**src/rtl/alu_mux_arbiter_pkg.sv**
```systemverilog
`default_nettype none
// ============================================================================
// Module      : alu_arb_pkg
// Description : Shared types and constants for the ALU operand-mux arbiter.
// Revision    : 1.0 - initial release
// ============================================================================
package alu_arb_pkg;

    // Number of requesters sharing the 4:1 operand mux
    localparam int NREQ = 4;

    // Requester index; doubles as the mux select pair {sel1, sel0}
    typedef logic [1:0] req_idx_t;

    // Arbiter FSM states
    typedef enum logic [0:0] {
        IDLE  = 1'b0,
        GRANT = 1'b1
    } arb_state_t;

    // One-hot grant vector for a requester index
    function automatic logic [NREQ-1:0] idx_to_onehot(input req_idx_t idx);
        logic [NREQ-1:0] v;
        v      = '0;
        v[idx] = 1'b1;
        return v;
    endfunction

endpackage
`default_nettype wire

```
**src/rtl/alu_mux_arbiter_if.sv**
```systemverilog
`default_nettype none
// ============================================================================
// Module      : alu_mux_arbiter_if
// Description : Request/grant bundle between requesting units and the
//               operand-mux arbiter. The arbiter takes the slave side.
// Revision    : 1.0 - initial release
// ============================================================================
interface alu_mux_arbiter_if;
    import alu_arb_pkg::*;

    logic [NREQ-1:0] req;   // level request, held until served
    logic [NREQ-1:0] gnt;   // one-hot grant, zero when idle
    logic            sel0;  // mux select LSB
    logic            sel1;  // mux select MSB
    logic            busy;  // any grant active
    logic            last;  // final cycle of a full-length grant

    modport master (
        output req,
        input  gnt, sel0, sel1, busy, last
    );

    modport slave (
        input  req,
        output gnt, sel0, sel1, busy, last
    );

endinterface
`default_nettype wire

```
**src/rtl/rr_pick4.sv**
```systemverilog
`default_nettype none
// ============================================================================
// Module      : rr_pick4
// Description : Combinational round-robin pick among four requests. Scans
//               ptr+1, ptr+2, ptr+3, ptr (mod 4) and returns the first set
//               request, so the previous winner has the lowest priority.
// Revision    : 1.0 - initial release
// ============================================================================
module rr_pick4
    import alu_arb_pkg::*;
(
    input  wire req_idx_t         i_ptr,
    input  wire logic [NREQ-1:0]  i_req,
    output logic                  o_found,
    output req_idx_t              o_winner
);

    // Walk the scan order from lowest to highest priority so the
    // highest-priority hit is the one that sticks.
    always_comb begin
        o_found  = 1'b0;
        o_winner = i_ptr;
        for (int k = NREQ; k >= 1; k--) begin
            if (i_req[i_ptr + req_idx_t'(k)]) begin
                o_found  = 1'b1;
                o_winner = i_ptr + req_idx_t'(k);
            end
        end
    end

endmodule
`default_nettype wire

```
**src/rtl/alu_mux_arbiter.sv**
```systemverilog
`default_nettype none
// ============================================================================
// Module      : alu_mux_arbiter
// Description : Round-robin arbiter for the shared ALU operand 4:1 mux.
//               Grants one requester at a time for HOLD_CYCLES cycles, drives
//               the mux select pair and a one-hot grant, and re-arbitrates
//               back-to-back at the end of each grant. A holder that drops
//               its request early loses the grant at the next edge.
// Revision    : 1.0 - initial release
// ============================================================================
module alu_mux_arbiter
    import alu_arb_pkg::*;
#(
    parameter int HOLD_CYCLES = 4    // legal range 1..15
)(
    input  wire logic         clk,
    input  wire logic         reset,
    alu_mux_arbiter_if.slave  bus
);

    localparam int               CNT_W      = 4;
    localparam logic [CNT_W-1:0] c_last_cnt = CNT_W'(HOLD_CYCLES - 1);

    arb_state_t       r_state;
    logic [CNT_W-1:0] r_count;
    req_idx_t         r_ptr;
    req_idx_t         r_sel;
    logic [NREQ-1:0]  r_gnt;
    logic             r_busy;

    logic             w_found;
    req_idx_t         w_winner;
    logic             w_at_last;
    logic             w_grant_end;

    rr_pick4 u_pick (
        .i_ptr    (r_ptr),
        .i_req    (bus.req),
        .o_found  (w_found),
        .o_winner (w_winner)
    );

    // Final hold cycle, or the holder withdrew its request (abort). An abort
    // on the final cycle is indistinguishable from a normal end.
    assign w_at_last   = (r_count == c_last_cnt);
    assign w_grant_end = w_at_last || !bus.req[r_sel];

    // Arbiter FSM: owns state, hold counter, rotation pointer and outputs.
    always_ff @(posedge clk or posedge reset) begin
        if (reset) begin
            r_state <= IDLE;
            r_count <= '0;
            r_ptr   <= 2'd3;
            r_sel   <= 2'd0;
            r_gnt   <= '0;
            r_busy  <= 1'b0;
        end else begin
            case (r_state)
                IDLE: begin
                    if (w_found) begin
                        r_state <= GRANT;
                        r_count <= '0;
                        r_ptr   <= w_winner;
                        r_sel   <= w_winner;
                        r_gnt   <= idx_to_onehot(w_winner);
                        r_busy  <= 1'b1;
                    end
                end
                GRANT: begin
                    if (w_grant_end) begin
                        if (w_found) begin
                            // Back-to-back handover, no idle bubble
                            r_count <= '0;
                            r_ptr   <= w_winner;
                            r_sel   <= w_winner;
                            r_gnt   <= idx_to_onehot(w_winner);
                        end else begin
                            // sel keeps its value; mux output is don't-care
                            r_state <= IDLE;
                            r_count <= '0;
                            r_gnt   <= '0;
                            r_busy  <= 1'b0;
                        end
                    end else begin
                        r_count <= r_count + CNT_W'(1);
                    end
                end
                default: begin
                    r_state <= IDLE;
                    r_gnt   <= '0;
                    r_busy  <= 1'b0;
                end
            endcase
        end
    end

    assign bus.gnt  = r_gnt;
    assign bus.sel0 = r_sel[0];
    assign bus.sel1 = r_sel[1];
    assign bus.busy = r_busy;
    assign bus.last = r_busy && w_at_last;

endmodule
`default_nettype wire

```
**src/flat_wrapper.sv**
```systemverilog
// flat-port wrapper written by rule: the top's interface ports become plain ports
module alu_mux_arbiter_flat import alu_arb_pkg::*;
#(
    parameter int HOLD_CYCLES = 4                        
)
  (clk, reset, bus_req, bus_gnt, bus_sel0, bus_sel1, bus_busy, bus_last);
  alu_mux_arbiter_if bus_i ();
  input  wire logic clk;
  input  wire logic reset;
  input wire logic [$bits(bus_i.req)-1:0] bus_req;
  output wire logic [$bits(bus_i.gnt)-1:0] bus_gnt;
  output wire logic [$bits(bus_i.sel0)-1:0] bus_sel0;
  output wire logic [$bits(bus_i.sel1)-1:0] bus_sel1;
  output wire logic [$bits(bus_i.busy)-1:0] bus_busy;
  output wire logic [$bits(bus_i.last)-1:0] bus_last;
  assign bus_i.req = bus_req;
  assign bus_gnt = bus_i.gnt;
  assign bus_sel0 = bus_i.sel0;
  assign bus_sel1 = bus_i.sel1;
  assign bus_busy = bus_i.busy;
  assign bus_last = bus_i.last;
  alu_mux_arbiter #(.HOLD_CYCLES(HOLD_CYCLES)) u_core (.clk(clk), .reset(reset), .bus(bus_i));
endmodule
```
**config.mk**
```make
export PLATFORM = sky130hd
export DESIGN_NAME = alu_mux_arbiter_flat
export DESIGN_NICKNAME = d
export VERILOG_FILES = /design/src/rtl/alu_mux_arbiter_pkg.sv /design/src/rtl/alu_mux_arbiter_if.sv /design/src/rtl/rr_pick4.sv /design/src/rtl/alu_mux_arbiter.sv /design/src/flat_wrapper.sv
export SDC_FILE = /design/constraint.sdc
export NUM_CORES = 1
export LEC_CHECK = 0
export BUFFER_PORTS_ARGS = -buffer_cell sky130_fd_sc_hd__buf_4
export CAP_MARGIN = 20
export CELL_PAD_IN_SITES_DETAIL_PLACEMENT = 0
export CELL_PAD_IN_SITES_GLOBAL_PLACEMENT = 1
export CORE_MARGIN = 10
export CORE_UTILIZATION = 43
export CTS_CLUSTER_SIZE = 24
export DETAILED_ROUTE_END_ITERATION = 12
export PLACE_DENSITY_LB_ADDON = 0.05
export SLEW_MARGIN = 20
export SYNTH_ARGS = -nofsm -noshare
export SYNTH_HDL_FRONTEND = slang
export SYNTH_HIERARCHICAL = 1
export SYNTH_SLANG_ARGS = --single-unit
```
**constraint.sdc**
```tcl
create_clock -name clk -period 3.2 [get_ports clk]
set_input_delay 0.48 -clock clk [delete_from_list [all_inputs] [get_ports clk]]
set_output_delay 0.48 -clock clk [all_outputs]
set_load 0.02 [all_outputs]
```
======== Yosys cells after proc, flatten, opt, wreduce, memory -nomap -nowiden ========
Index checks and enable logic that the tools add are counted.
operators by class
  magnitude comparators ................... 7
  reduce and logical (&&, ||, !) cells .... 6
  add/sub/neg operators ................... 4
  eq/ne operators ......................... 4
  mux-type cells .......................... 39
  bitwise logic cells ..................... 1
operator list
  kind                 count
  $mux 4               5
  $lt 2x3->1 const B   6
  $pmux 4 s2           2
  $mux 1               15
  $mux 2               7
  $bmux 1 s2           5
  $pmux 2 s2           2
  $ne 2x2->1 const B   3
  $add 2x2->2 const B  2
  $add 4x1->4 const B  1
  $eq 4x2->1 const B   1
  $pmux 1 s2           2
  $reduce_and 3->1     1
  $add 2x1->2 const B  1
  $demux 1 s2          1
  $ge 2x1->1 const B   1
  $logic_and 1x1->1    2
  $reduce_and 2->1     1
  $logic_not 1->1      1
  $logic_or 1x1->1     1
  $not 1->1            1
word-level totals
  output and inout port bits .............. 8
  word-level logic and storage cells ...... 67
  bits of input ports ..................... 6
  flip-flop bits (word level) ............. 14

======== Logic depth before layout (Yosys ltp) ========
  depth after elaboration ................. 13
  gate-level depth with buffers ........... 5
  gate-level depth less buffers ........... 5

======== Cells and area by module ========
The synthesis kept the hierarchy.
by module, submodules not included
  module           cells an instance  instances  area each (um^2)  sequential area each (um^2)
  alu_mux_arbiter  52                 1          640.6             352.8
  rr_pick4         14                 1          82.6              0.0

======== Worst setup path before layout ========
Ideal clock, no wire load.
  path kind ............................... register to output
  from .................................... register u_core.r_count[0]
  to ...................................... output bus_last
  required time ........................... 2.720 ns
  slack ................................... 1.378 ns
  stages on the path, launching flop included .. 4
  buffers on the path ..................... 0
  arrival time ............................ 1.342 ns
  cells stage by stage .................... dfrtp_1 ha_1 or3b_2 nor2_1
on the way
  longest elaborated chain between the ends .. 2
ends and longest elaborated chain
  element                   line                    text
  start: declaration        alu_mux_arbiter.sv:25   logic [CNT_W-1:0] r_count;
  start signal: assignment  alu_mux_arbiter.sv:85   r_count <= r_count + CNT_W'(1);
  $eq 4x2->1                alu_mux_arbiter.sv:45   assign w_at_last = (r_count == c_last_cnt);
  $logic_and 1x1->1         alu_mux_arbiter.sv:101  assign bus.last = r_busy && w_at_last;
  end: declaration          flat_wrapper.sv:15      output wire logic [$bits(bus_i.last)-1:0] bus_last;
Every way passes these cells.

======== Worst setup path in the final report ========
Ends and elaborated chain as after synthesis.

==> flow_metrics.env <==
export IMPL_outcome="completed"
export IMPL_insertion_delay_ns=0.27
export IMPL_grt_pass1_wl_um=2390
export IMPL_synth_simple_area_share=0.125
export IMPL_cellPowerDensity_nw_per_um2=916
export IMPL_antennaDiodeCount=0
export IMPL_clk_pin_slew_ns=0.08
export IMPL_coreArea_um2=1540
export IMPL_fin_area_um2=863
export IMPL_grt_max_degree=15
export IMPL_worst_slew_pin_slew_ns=0.512
export IMPL_root_buffer="clkbuf_4"
export IMPL_pin_count=14
export IMPL_place_area_um2=837
export IMPL_path_class="reg -> out"
export IMPL_setup_viol=0
export IMPL_postCtsSetupBuffers=0
export IMPL_ys_seq_area_frac=0.488
export IMPL_synth_xor_area_share=0.0121
export IMPL_cts_resized=0
export IMPL_maxCapViolCount=0
export IMPL_drive_gt1_frac=0.329
export IMPL_max_freq_mhz=472
export IMPL_final_cell_mix="13 x buf_4, 12 x dfrtp_1, 9 x inv_1, 5 x nand2_1, 5 x a32o_1"
export IMPL_grt_total_usage=0.0844
export IMPL_critPathLaunchType="register"
export IMPL_tritoncts_num_buffers=3
export IMPL_busiest_layer="met2"
export IMPL_final_common_cell="buf_4"
export IMPL_setup_ws_ns=1.08
export IMPL_synth_nets=73
export IMPL_nets=90
export IMPL_initial_utilization=0.469
export IMPL_die_w_um=61.0
export IMPL_pre_cts_ws_ns=1.22
export IMPL_critical_path_arrival_ns=1.64
export IMPL_synth_avg_cell_area_um2=11.0
export IMPL_area_delta_synth_final_pct=19.4
export IMPL_skew_ns=0.00458
export IMPL_routed_wl_um=1390
export IMPL_wire_per_inst_um=14.2
export IMPL_syn_area_um2=723
export IMPL_cts_hold_buf=0
export IMPL_clockBufferDepth=2
export IMPL_synth_distinct_cells=28
export IMPL_ant_nets=0
export IMPL_die_h_um=61.0
export IMPL_row_count=14
export IMPL_gp_congestion=0.695
export IMPL_yosys_mux_area_fraction=0.107
export IMPL_overflow=0
export IMPL_postLayoutCoreUtil=0.560
export IMPL_grtUsageMet1=0.107
export IMPL_h_tree_depth=1
export IMPL_use_met3=0.0267
export IMPL_rsz0062_at_grt="false"
export IMPL_cts_sinks=14
export IMPL_reg2regPathDepth=4
export IMPL_grt_use_met2=0.124
export IMPL_synth_fa_ha_area_frac=0.0173
export IMPL_place_hpwl_um=1090
export IMPL_grt_pass1_vias=541
export IMPL_p_leak_nw=0.410
export IMPL_synth_top_family_by_area="compound AO/OA/AOI/OAI gates"
export IMPL_synth_compound_area_frac=0.199
export IMPL_vias=545
export IMPL_maxSlewHeadroom=0.658
export IMPL_dieArea_um2=3720
export IMPL_drc_errors=0
export IMPL_ys_warn_count=6
export IMPL_multi_input_area_um2=333
export IMPL_period_share=0.662
export IMPL_power_uw=790
export IMPL_drt_iter0_markers=18
export IMPL_syn_inst=66
export IMPL_required_ns=2.72
export IMPL_hold_viol=0
export IMPL_fin_setup_tns_ns=0
export IMPL_drt_pre_antenna_iters=4
export IMPL_port_buffers=13
export IMPL_synth_seq_cells=14
export IMPL_antenna_found_initial=0
export IMPL_ir_drop_v=0.000500
export IMPL_viasPerCell=5.56
export IMPL_num_fill_cells=151
export IMPL_period_needed_ns=2.12
export IMPL_cts_tree="built"
export IMPL_critPathCaptureType="output pin"
export IMPL_finalMaxSlewViolations=0
export IMPL_register_area_um2=353
export IMPL_cp_max_fo=4
export IMPL_hold_path_class="in -> async"
worst paths after layout:
path	slack, ns	end	startpoint
max in group asynchronous	2.60	u_core/r_ptr[0]$_DFFE_PP1P_	reset
setup / recovery	1.08	bus_last	u_core/r_count[0]$_DFFE_PP0P_
hold reg to reg	0.50	u_core/bus.gnt[3]$_DFFE_PP0P_	u_core/bus.gnt[3]$_DFFE_PP0P_
setup reg to reg	1.28	u_core/r_sel[0]$_DFFE_PP0P_	u_core/r_count[0]$_DFFE_PP0P_
hold / removal	0.23	u_core/r_count[0]$_DFFE_PP0P_	reset
min in group clk	0.50	u_core/bus.gnt[3]$_DFFE_PP0P_	u_core/bus.gnt[3]$_DFFE_PP0P_
synth_stat cells:
cell type,n,area [um^2]
dfstp_2,2,52.6
inv_1,9,33.8
o211ai_1,1,7.51
o21ai_0,2,10.0
nor2_1,3,11.3
and3b_2,1,10.0
nand2_1,5,18.8
nor3_1,1,5.00
a221o_1,1,10.0
mux4_2,1,22.5
a31oi_1,2,12.5
or4_1,1,7.51
nand2b_1,1,6.26
nor2b_1,2,12.5
a31oi_4,1,21.3
xnor2_1,1,8.76
a31o_2,1,8.76
o21a_1,1,7.51
mux2i_1,1,10.0
nand3_1,2,10.0
a21oi_1,2,10.0
or3b_2,1,8.76
clkbuf_1,1,3.75
ha_1,1,12.5
a32o_1,5,50.1
o22ai_1,1,6.26
dfrtp_1,12,300
mux2_2,4,45.0
final cells by class:
class / instances / area share
multi-input combinational: 42 / 0.386
timing repair buffer: 13 / 0.113
clock buffer: 4 / 0.0304
inverter: 9 / 0.0391
sequential: 14 / 0.409
tap: 16 / 0.0232
cell families (layout without fill, tap and decap cells):
family          after synthesis  in the layout
xor+xnor                      1              1
fa+ha+maj                     1              1
flops                        14             14
simple gates                 17             17
mux                           6              6
buf+inv                      10             26
compound gates               17             17
registers in the layout, indices dropped and copies added (netlist names):
| register | count |
|---|---|
| u_core/bus.gnt | 4 |
| u_core/r_count | 4 |
| u_core/r_ptr | 2 |
| u_core/r_sel | 2 |
| u_core/bus.busy | 1 |
| u_core/r_state | 1 |
metal layers:
metal	wire (um)	vias to the layer above
met5	0	-
met1	688	259
met2	596	9
li1	-	275
met3	93	2
met4	9	0
worst max-delay path: stages (launching register included):
cell and delay (ns):
dfrtp_1 0.39, ha_1 0.19, or3b_2 0.52, nor2_1 0.11
buf_4 0.15
through the flow:
step	hold WS [ns]	cells
global route	0.263	98
global placement	0.487	94
finish	0.233	98
floorplan	0.368	66
detailed placement	0.487	94
CTS	0.243	98
power by group:
group / internal (mW) / switching (mW)
Combinational: 0.190 / 0.196
Sequential: 0.251 / 0.0531
Clock: 0.0483 / 0.0528
Total: 0.489 / 0.302
(Power assumes the default switching activity.)
